### src/rtl/fetch_stage.sv
// fetch_stage: instruction-fetch front end; PC generation, ROM addressing, instruction register, jump bubble
// ports: clk, reset (async active-low); stall holds pc/ir; jump_req/jump_addr redirect fetch when ir_valid;
//        rom_data in (1-cycle ROM); rom_addr = next pc; pc, ir, ir_pc, ir_valid, flush_pipeline, prev_flush out
module fetch_stage #(
  parameter int PC_WIDTH = 8,
  parameter int IR_WIDTH = 8,
  parameter logic [PC_WIDTH-1:0] RESET_VECTOR = '0
) (
  input  logic                clk,
  input  logic                reset,
  input  logic                stall,
  input  logic                jump_req,
  input  logic [PC_WIDTH-1:0] jump_addr,
  input  logic [IR_WIDTH-1:0] rom_data,
  output logic [PC_WIDTH-1:0] rom_addr,
  output logic [PC_WIDTH-1:0] pc,
  output logic [IR_WIDTH-1:0] ir,
  output logic [PC_WIDTH-1:0] ir_pc,
  output logic                ir_valid,
  output logic                flush_pipeline,
  output logic                prev_flush
);
  logic rom_valid;
  logic jump_taken;
  always_comb begin
    jump_taken = jump_req & ir_valid;
    rom_addr = jump_taken ? jump_addr : (stall || !rom_valid) ? pc : pc + PC_WIDTH'(1);
  end
  always_ff @(posedge clk or negedge reset)
    if (!reset) begin
      pc <= RESET_VECTOR;
      rom_valid <= 1'b0;
      ir <= '0;
      ir_pc <= '0;
      ir_valid <= 1'b0;
      flush_pipeline <= 1'b0;
      prev_flush <= 1'b0;
    end else begin
      pc <= rom_addr;
      rom_valid <= 1'b1;
      prev_flush <= flush_pipeline;
      flush_pipeline <= jump_taken;
      if (jump_taken) begin
        ir <= '0;
        ir_valid <= 1'b0;
      end else if (!stall) begin
        ir <= rom_data;
        ir_pc <= pc;
        ir_valid <= rom_valid;
      end
    end
endmodule

### config.mk
export PLATFORM = sky130hd
export DESIGN_NAME = fetch_stage
export DESIGN_NICKNAME = d
export VERILOG_FILES = /design/src/rtl/fetch_stage.sv
export SDC_FILE = /design/constraint.sdc
export NUM_CORES = 1
export LEC_CHECK = 0
export BUFFER_PORTS_ARGS = -buffer_cell sky130_fd_sc_hd__buf_2
export CORE_ASPECT_RATIO = 0.8
export CORE_MARGIN = 3
export CORE_UTILIZATION = 48
export DETAILED_ROUTE_END_ITERATION = 7
export PLACE_DENSITY = 0.83
export SLEW_MARGIN = 20
export SYNTH_ARGS = -nofsm -noshare
export SYNTH_HDL_FRONTEND = slang
export SYNTH_SLANG_ARGS = --single-unit
### constraint.sdc
create_clock -name clk -period 2.3 [get_ports clk]
set_input_delay 0.46 -clock clk [delete_from_list [all_inputs] [get_ports clk]]
set_output_delay 0.46 -clock clk [all_outputs]
set_load 0.01 [all_outputs]
==> results of run 1 <==
per-stage QoR:
stage               setup TNS, ns  hold slack (ns)  power [W]
floorplan                       0           0.1644   0.001011
global placement                0           0.3604   0.001255
detailed placement              0           0.3622   0.001278
CTS                             0           0.1174   0.001560
global route              -0.1919           0.1245   0.001698
finish                          0           0.1075   0.001595
power by group:
part | switching, W | leakage, nW | internal [W]
clock network | 0.000137 | 0.0210 | 0.0000970
registers | 0.000106 | 0.333 | 0.000625
logic | 0.000321 | 0.465 | 0.000309
path summary, 6_finish.rpt:
| check | slack (ns) | endpoint | depth (start not counted) |
|---|---|---|---|
| worst max-delay path | 0.02 | rom_addr[6] | 5 |
| worst min-delay path | 0.11 | pc[6] | 1 |
| worst max register to register | 0.63 | ir_pc[3] | 5 |
| worst min register to register | 0.39 | prev_flush | 0 |
| max in group asynchronous | 1.78 | pc[3] | 1 |
| min in group clk | 0.35 | pc[4] | 3 |
flip-flops by register name, summed over array words and instances (netlist names):
register and count:
flush_pipeline 1, pc 8, prev_flush 1, ir 8, ir_pc 8, ir_valid 1
rom_valid 1
critical path: stages, from the launching register on:
cell and delay [ns]:
dfrtp_1 0.43, ha_1 0.19, nand4b_1 0.16, or3_1 0.38, a31oi_1 0.18, buf_2 0.17
per-layer routing:
layer	track usage	routed length, µm	up-vias
li1	-	-	481
met1	0.2353	1143	484
met2	0.3046	1380	41
met3	0.05141	199	6
met4	0.07581	56	0
met5	0	0	-
synth_stat cells:
| cell type | number |
|---|---|
| mux2i_1 | 9 |
| buf_1 | 1 |
| nand4b_1 | 1 |
| nand4_1 | 1 |
| ha_1 | 1 |
| dfrtp_1 | 28 |
| a31oi_1 | 4 |
| or4_1 | 3 |
| nand2b_1 | 1 |
| a21oi_1 | 1 |
| or3_1 | 2 |
| nand2_1 | 7 |
| nor2_2 | 1 |
| nand3b_1 | 1 |
| o211ai_1 | 1 |
| o21ai_0 | 5 |
| buf_2 | 2 |
| conb_1 | 1 |
| inv_2 | 1 |
| mux2_2 | 8 |
| inv_1 | 1 |
| nand3_1 | 3 |
| xor2_1 | 2 |
| nor2_1 | 12 |
| o31ai_1 | 2 |
cells by family after synthesis:
group                      after synthesis  synth area share
muxes                                   17            0.1540
xor gates and xnor gates                 2           0.01498
DFF                                     28            0.5989
AOI/OAI and AO/OA                       13           0.06630
adders and majority gates                1           0.01069
buffers and inverters                    5           0.01817
and+or+nand+nor                         32            0.1337
other                                    1          0.003205
final cells by class:
type | instances | share of cell area
Tap cell | 25 | 0.01950
Clock buffer | 4 | 0.02262
Inverter | 2 | 0.004680
Multi-Input combinational cell | 66 | 0.2949
Timing Repair Buffer | 65 | 0.2200
Sequential cell | 28 | 0.4384
repair_timing:
item	4_1_cts	5_1_grt
endpoints found under the hold margin	0	0
setup endpoints to repair	2	5
buffers inserted	4	3
resized for setup	0	6
pin swaps	0	2
==> impl_metrics.py, run 1 <==
metrics = {
    "outcome": {
        "outcome": "completed",
    },
    "synth": {
        "synth_area_um2": 1170,
        "synth.top_cell.area_share": 0.5989,
        "ys.warnings.count": 0,
        "yosys.area.top_type": "dfrtp_1",
        "synth.avg_cell_area_um2": 11.82,
        "ys_seq_area_frac": 0.5989,
        "ys_ff_latch": 28,
        "syn_nets": 120,
        "yosys-top-cells-area": "dfrtp_1 (60%), mux2i_1 (7.7%), mux2_2 (7.7%)",
        "synth_cell_types": 25,
        "postSynthCellCount": 99,
    },
    "clocking": {
        "cts_buffers": 3,
        "cts_tree": "built",
        "clk_pin_slew_ns": 0.14,
        "cts_max_level": 1,
        "clkLatencyLatePin_ns": 0.33,
        "cts.path.max_buffers": 2,
        "root_buffer": "clkbuf_4",
        "ctsHoldBuffers": 0,
        "cts_sinks": 28,
    },
    "sta": {
        "max_freq_mhz": 438.1,
        "fin_crit_ns": 2.282,
        "slew_violations": 0,
        "rsz0062_at_grt": "true",
        "setup_viol": 0,
        "fin_crit_sh": 0.9923,
        "worstMarginPinSlew_ns": 0.5905,
        "maxSlewHeadroom": 0.6063,
        "worst_slack_ns": 0.01765,
        "fin_skew_ns": 0.008654,
        "hold_viol": 0,
    },
    "global_route": {
        "grt_first_pass_wirelength_um": 4257,
        "grt_use_total": 0.1885,
        "grt_max_degree": 29,
        "grt_overflow": 0,
        "grt_pass1_vias": 900,
        "antenna_found_initial": 0,
    },
    "pwr": {
        "ir_drop_mv": 0.6542,
        "cellLeakagePower_nw": 0.8190,
        "p_per_area_nw_per_um2": 994.2,
    },
    "die": {
        "coreArea_um2": 2233,
        "io_pins": 55,
        "dieArea_um2": 3069,
        "placementRows": 15,
        "initial_core_util": 0.5238,
        "die_height_um": 50.16,
        "die_w_um": 61.20,
    },
    "route": {
        "first_iter_violations": 23,
        "ant_nets": 0,
        "vias_per_cell": 5.326,
        "wire_per_inst_um": 14.63,
        "route.detailed.drc": 0,
        "via_count": 1012,
        "totalWireLength_um": 2780,
        "firstDrtPassIters": 4,
    },
    "setup_path": {
        "startpoint": "pc[1]",
        "cp-end-kind": "output pin",
        "r2r-start": "ir_valid",
        "crit_arrival_ns": 1.82,
        "path_max_fanout": 4,
        "required_ns": 1.84,
        "crit_path_start_kind": "register",
        "worstSetupPathType": "register to output pin",
    },
    "layout": {
        "area.growth.synth_to_final_pct": 37.11,
        "fill_cells": 160,
        "postLayoutCellArea_um2": 1604,
        "fin_cells": 190,
        "layout.nets": 187,
        "final_common_cell": "buf_2",
        "multi_input_area_um2": 473.0,
        "register_area_um2": 703.2,
        "utilization": 0.7182,
        "drive_gt1_frac": 0.5152,
        "final_cell_mix": "buf_2 (54), dfrtp_1 (26), nor2_1 (12)",
        "diodes": 0,
    },
    "placed_design": {
        "io_buffer_count": 54,
        "placed_area_um2": 1488,
        "hpwl_um": 1976,
        "place_congestion": 0.7928,
        "pre_cts_ws_ns": 0.1624,
        "dp.cells": 179,
    },
    "worst_hold_path": {
        "hold_class": "primary input to async pin",
    },
    "run": {
        "cap_violations": 0,
    },
}
(Power assumes the default switching activity.)
==> inputs of run 2 (changes only) <==
==> constraint.sdc (replaced) <==
create_clock -name clk -period 2.3 [get_ports clk]
set_input_delay 0.23 -clock clk [delete_from_list [all_inputs] [get_ports clk]]
set_output_delay 0.23 -clock clk [all_outputs]
set_load 0.01 [all_outputs]
==> run 2 against run 1 <==
Sequential share of layout area increased by 3.1 points; critical path depth stayed put; core utilization fell by 5.0 points; final cell count shrank 5.8%; combinational power down 16%; worst setup slack improved by 0.15 ns; sequential power barely moved; largest cell class unchanged.
==> impl_metrics.py, run 2 (same netlist as run 1, synthesis figures left out) <==
metrics = {
    "global_route": {
        "grt_max_degree": 29,
        "grt_pass1_vias": 929,
        "grt_first_pass_wirelength_um": 4250,
        "antenna_found_initial": 0,
        "grt_overflow": 0,
        "grt_use_total": 0.1876,
    },
    "sta": {
        "max_freq_mhz": 470.0,
        "fin_skew_ns": 0.01275,
        "worstMarginPinSlew_ns": 0.6139,
        "hold_viol": 0,
        "rsz0062_at_grt": "false",
        "tns_ns": 0,
        "fin_crit_ns": 2.128,
        "fin_crit_sh": 0.9250,
        "worst_slack_ns": 0.1725,
        "maxSlewHeadroom": 0.5907,
        "slew_violations": 0,
        "setup_viol": 0,
    },
    "outcome": {
        "outcome": "completed",
    },
    "pwr": {
        "p_clk_frac": 0.133,
        "ir_drop_mv": 0.6571,
        "swShare": 0.3644,
        "p_int_w": 0.0009259,
        "power_frac_seq": 0.502,
        "p_per_area_nw_per_um2": 975.9,
        "cellLeakagePower_nw": 0.7582,
        "p_sw_w": 0.0005308,
        "p_comb_frac": 0.365,
    },
    "setup_path": {
        "cp-end-kind": "output pin",
        "required_ns": 2.07,
        "r2r_end": "ir_pc[0]",
        "crit_path_start_kind": "register",
        "crit_arrival_ns": 1.90,
        "worst_r2r_path_depth": 4,
        "crit_end": "rom_addr[6]",
        "r2r-start": "ir_valid",
        "path_max_fanout": 5,
        "worstSetupPathType": "register to output pin",
        "r2r_slack_ns": 0.63,
        "startpoint": "pc[0]",
    },
    "layout": {
        "final_common_cell": "buf_2",
        "top_regs": "ir x8, ir_pc x8, pc x8",
        "fill_cells": 190,
        "layout.nets": 177,
        "diodes": 0,
        "area.growth.synth_to_final_pct": 27.59,
        "final_cell_mix": "buf_2 (54), dfrtp_1 (28), nor2_1 (12)",
        "drive_gt1_frac": 0.4416,
    },
    "die": {
        "io_pins": 55,
        "initial_core_util": 0.5238,
        "die_height_um": 50.16,
        "placementRows": 15,
        "coreArea_um2": 2233,
        "dieArea_um2": 3069,
        "die_w_um": 61.20,
    },
    "placed_design": {
        "io_buffer_count": 54,
        "hpwl_um": 1970,
        "place_congestion": 0.7904,
        "pre_cts_ws_ns": 0.3681,
    },
    "run": {
        "cap_violations": 0,
    },
    "clocking": {
        "cts.path.max_buffers": 2,
        "postCtsSetupRepairBufs": 0,
        "cts_max_level": 1,
        "cts_tree": "built",
        "root_buffer": "clkbuf_4",
        "clk_pin_slew_ns": 0.14,
        "clkLatencyLatePin_ns": 0.32,
        "cts_buffers": 3,
        "cts_sinks": 28,
    },
    "worst_hold_path": {
        "hold_class": "primary input to register",
    },
    "route": {
        "ant_nets": 0,
        "first_iter_violations": 41,
        "firstDrtPassIters": 4,
        "via_count": 954,
        "vias_per_cell": 5.330,
        "wire_per_inst_um": 14.76,
        "route.detailed.drc": 0,
        "totalWireLength_um": 2642,
    },
}
==> run 2: cell type report <==
cell class                 count  area [µm²]  area share
inverter                       2       7.507    0.005029
multi-input combinational     66       450.4      0.3018
sequential                    28       700.7      0.4694
clock buffer                   3       22.52     0.01509
tap                           25       31.28     0.02096
timing repair buffer          55       280.3      0.1878
==> run 2: worst min path at each step <==
stage | from | end | slack, ns | cells after the start
floorplan | reset | flush_pipeline | -0.07 | 0
global placement | reset | ir_pc[6] | 0.26 | 1
detailed placement | reset | ir_pc[5] | 0.28 | 1
CTS | jump_addr[0] | pc[0] | 0.13 | 3
global route | jump_addr[4] | pc[4] | 0.13 | 3
finish | rom_data[6] | ir[6] | 0.15 | 3
==> run 2: metal layers <==
layer | vias to the layer above | GRT usage | part of all wire | wire length (µm)
met5 | - | 0 | 0 | 0
li1 | 464 | - | - | -
met3 | 2 | 0.04627 | 0.048 | 128
met2 | 29 | 0.3116 | 0.50 | 1323
met1 | 459 | 0.2371 | 0.44 | 1163
met4 | 0 | 0.05776 | 0.0098 | 26
==> run 2: metrics by stage <==
step	instances	hold slack [ns]	power (W)	util	cell area (µm²)
after floorplan	99	-0.06559	0.001011	-	1170
after global placement	175	0.2562	0.001248	0.6527	1458
after detailed placement	175	0.2792	0.001274	0.6527	1458
after CTS	179	0.1344	0.001470	0.6672	1490
after global routing	179	0.1273	0.001558	0.6683	1493
final	179	0.1452	0.001457	0.6683	1493
==> run 2: timing repair <==
| action | CTS | global route |
|---|---|---|
| endpoints found under the setup margin | 0 | 1 |
| hold buffers | 1 | 0 |
| endpoints found under the hold margin | 28 | 0 |
| gates resized for setup | 0 | 1 |
==> run 2: power by group through the flow <==
stage                     registers (W)  logic, W  clock network [W]
after floorplan                0.000794  0.000216                  0
after global placement         0.000733  0.000515                  0
after detailed placement       0.000742  0.000532                  0
after CTS                      0.000729  0.000536           0.000204
after global routing           0.000751  0.000584           0.000224
final                          0.000731  0.000531           0.000194
==> run 2: worst max-delay path, cell delays in order, from the launching register on <==
cell and delay, ns:
dfrtp_1 0.44, ha_1 0.20, nand4b_1 0.20, or3_1 0.39, a31oi_1 0.20, buf_2 0.16
==> inputs of run 3 (changes only) <==
Settings changed: CORE_UTILIZATION 48 to 45, PLACE_DENSITY 0.83 to 0.79.
Clock period 2.3 ns to 2.27 ns, I/O delays scaled along.
==> run 3 against run 2 <==
Die area is 5.9% higher; global-route usage is 1.5 points lower; power is 4.8% higher; register-to-register slack worse by 0.07 ns; worst setup slack worse by 0.015 ns.
==> impl_metrics.py, run 3 (same netlist as run 1, synthesis figures left out) <==
metrics = {
    "pwr": {
        "swShare": 0.3598,
        "p_sw_w": 0.0005491,
        "p_clk_frac": 0.156,
        "power_frac_seq": 0.493,
        "p_comb_frac": 0.351,
        "p_int_w": 0.0009770,
        "cellLeakagePower_nw": 0.7632,
        "power_w": 0.001526,
        "p_per_area_nw_per_um2": 1004,
        "ir_drop_mv": 0.7188,
    },
    "sta": {
        "hold_viol": 0,
        "maxSlewHeadroom": 0.5935,
        "slew_violations": 0,
        "setup_viol": 0,
        "tns_ns": 0,
        "fin_skew_ns": 0.005267,
        "worstMarginPinSlew_ns": 0.6098,
        "fin_crit_sh": 0.9306,
        "rsz0062_at_grt": "false",
        "max_freq_mhz": 473.4,
        "fin_crit_ns": 2.112,
    },
    "setup_path": {
        "required_ns": 2.04,
        "crit_arrival_ns": 1.89,
        "critPathMaxStageDelay_ns": 0.43,
        "crit_path_start_kind": "register",
        "crit_chain": "ha_1 -> nand4b_1 -> or3_1 -> a31oi_1 -> buf_2",
        "cpMaxStageDelayCell": "dfrtp_2",
        "cp-end-kind": "output pin",
        "critPathTopFamily": "simple AND/OR/NAND/NOR gates",
        "critPathBufInv": 1,
        "path_max_fanout": 5,
        "worstSetupPathType": "register to output pin",
    },
    "die": {
        "initial_core_util": 0.5068,
        "coreArea_um2": 2308,
        "die_w_um": 63.01,
        "io_pins": 55,
        "die_height_um": 51.61,
        "dieArea_um2": 3251,
        "placementRows": 15,
    },
    "clocking": {
        "cts_tree": "built",
        "root_buffer": "clkbuf_4",
        "cts_sinks": 28,
        "cts.path.max_buffers": 2,
        "clk_pin_slew_ns": 0.14,
        "clkLatencyLatePin_ns": 0.32,
        "cts_buffers": 3,
        "cts_max_level": 1,
    },
    "global_route": {
        "grt_overflow": 0,
        "grt_use_total": 0.1728,
        "grt_first_pass_wirelength_um": 4347,
        "grt_max_degree": 29,
        "antenna_found_initial": 0,
        "grt_pass1_vias": 935,
    },
    "route": {
        "via_count": 946,
        "ant_nets": 0,
        "firstDrtPassIters": 4,
        "route.detailed.drc": 0,
        "totalWireLength_um": 2718,
        "wire_per_inst_um": 14.38,
        "first_iter_violations": 35,
        "vias_per_cell": 5.005,
    },
    "layout": {
        "register_area_um2": 703.2,
        "final_cell_mix": "buf_2 (54), dfrtp_1 (26), nor2_1 (12)",
        "final_common_cell": "buf_2",
        "diodes": 0,
        "drive_gt1_frac": 0.4581,
        "fin_cells": 189,
        "area.growth.synth_to_final_pct": 29.95,
        "layout.nets": 177,
        "multi_input_area_um2": 450.4,
        "top_regs": "ir x8, ir_pc x8, pc x8",
        "fill_cells": 199,
    },
    "placed_design": {
        "dp.cells": 184,
        "io_buffer_count": 54,
        "place_congestion": 0.7899,
        "hpwl_um": 2001,
    },
    "run": {
        "cap_violations": 0,
    },
    "worst_hold_path": {
        "hold_class": "primary input to register",
    },
    "outcome": {
        "outcome": "completed",
    },
}
## run 3: cell types whose count changed in the layout (fill, tap and decap cells not counted)
cell | previous run | this run
dfrtp_2 | 0 | 2
clkbuf_8 | 0 | 1
dfrtp_1 | 28 | 26
## run 3: timing repair
action | CTS | global route
gates resized for setup | 0 | 3
endpoints found under the hold margin | 28 | 0
hold buffers | 1 | 0
setup endpoints to repair | 0 | 2
setup buffers | 0 | 0
## run 3: worst register-to-register path, cell delays in order (launching register included)
cell,delay (ns)
dfrtp_1,0.43
nand2_2,0.17
inv_2,0.18
nor2_2,0.43
mux2_2,0.39
## run 3: metrics by stage
step           hold slack [ns]  setup WS (ns)  cell area, µm²    util
2_1_floorplan         -0.06859         0.6440            1170       -
3_3_place_gp            0.2615         0.3948            1469  0.6363
3_5_place_dp            0.2782         0.3477            1469  0.6363
4_1_cts                 0.1298        0.03454            1515  0.6564
5_1_grt                 0.1141       0.001167            1520  0.6585
6_report                0.1391         0.1576            1520  0.6585
## run 3: power by group through the flow
| stage | sequential [W] | combinational, W | clock, W |
|---|---|---|---|
| after CTS | 0.000749 | 0.000542 | 0.000247 |
| after detailed placement | 0.000759 | 0.000536 | 0 |
| after global placement | 0.000745 | 0.000524 | 0 |
| after global routing | 0.000772 | 0.000591 | 0.000270 |
| after floorplan | 0.000805 | 0.000219 | 0 |
| final | 0.000752 | 0.000536 | 0.000238 |
## run 3: area by class of cell
type	instances	share of cell area
well taps	34	0.02798
clock buffers	4	0.02387
repair buffers	55	0.1844
inverters	2	0.004938
multi-input cells	66	0.2963
flip-flops and latches	28	0.4626
## run 3: final timing paths
path                                     start     endpoint  slack [ns]  depth (start not counted)
min in group asynchronous                reset     ir_pc[6]        0.43                          2
worst max-delay path                     pc[0]  rom_addr[6]        0.16                          5
worst max register to register        ir_valid     ir_pc[4]        0.56                          4
max in group asynchronous                reset        pc[1]        1.41                          2
worst min-delay path               rom_data[2]        ir[2]        0.14                          3
worst min register to register  flush_pipeline   prev_flush        0.41                          0
## run 3: routing by layer
metal,GRT usage,vias to the layer above,wire length (µm)
met2,0.3065,35,1283
met3,0.05400,2,202
li1,-,463,-
met5,0,-,0
met4,0.03663,0,17
met1,0.2083,446,1215
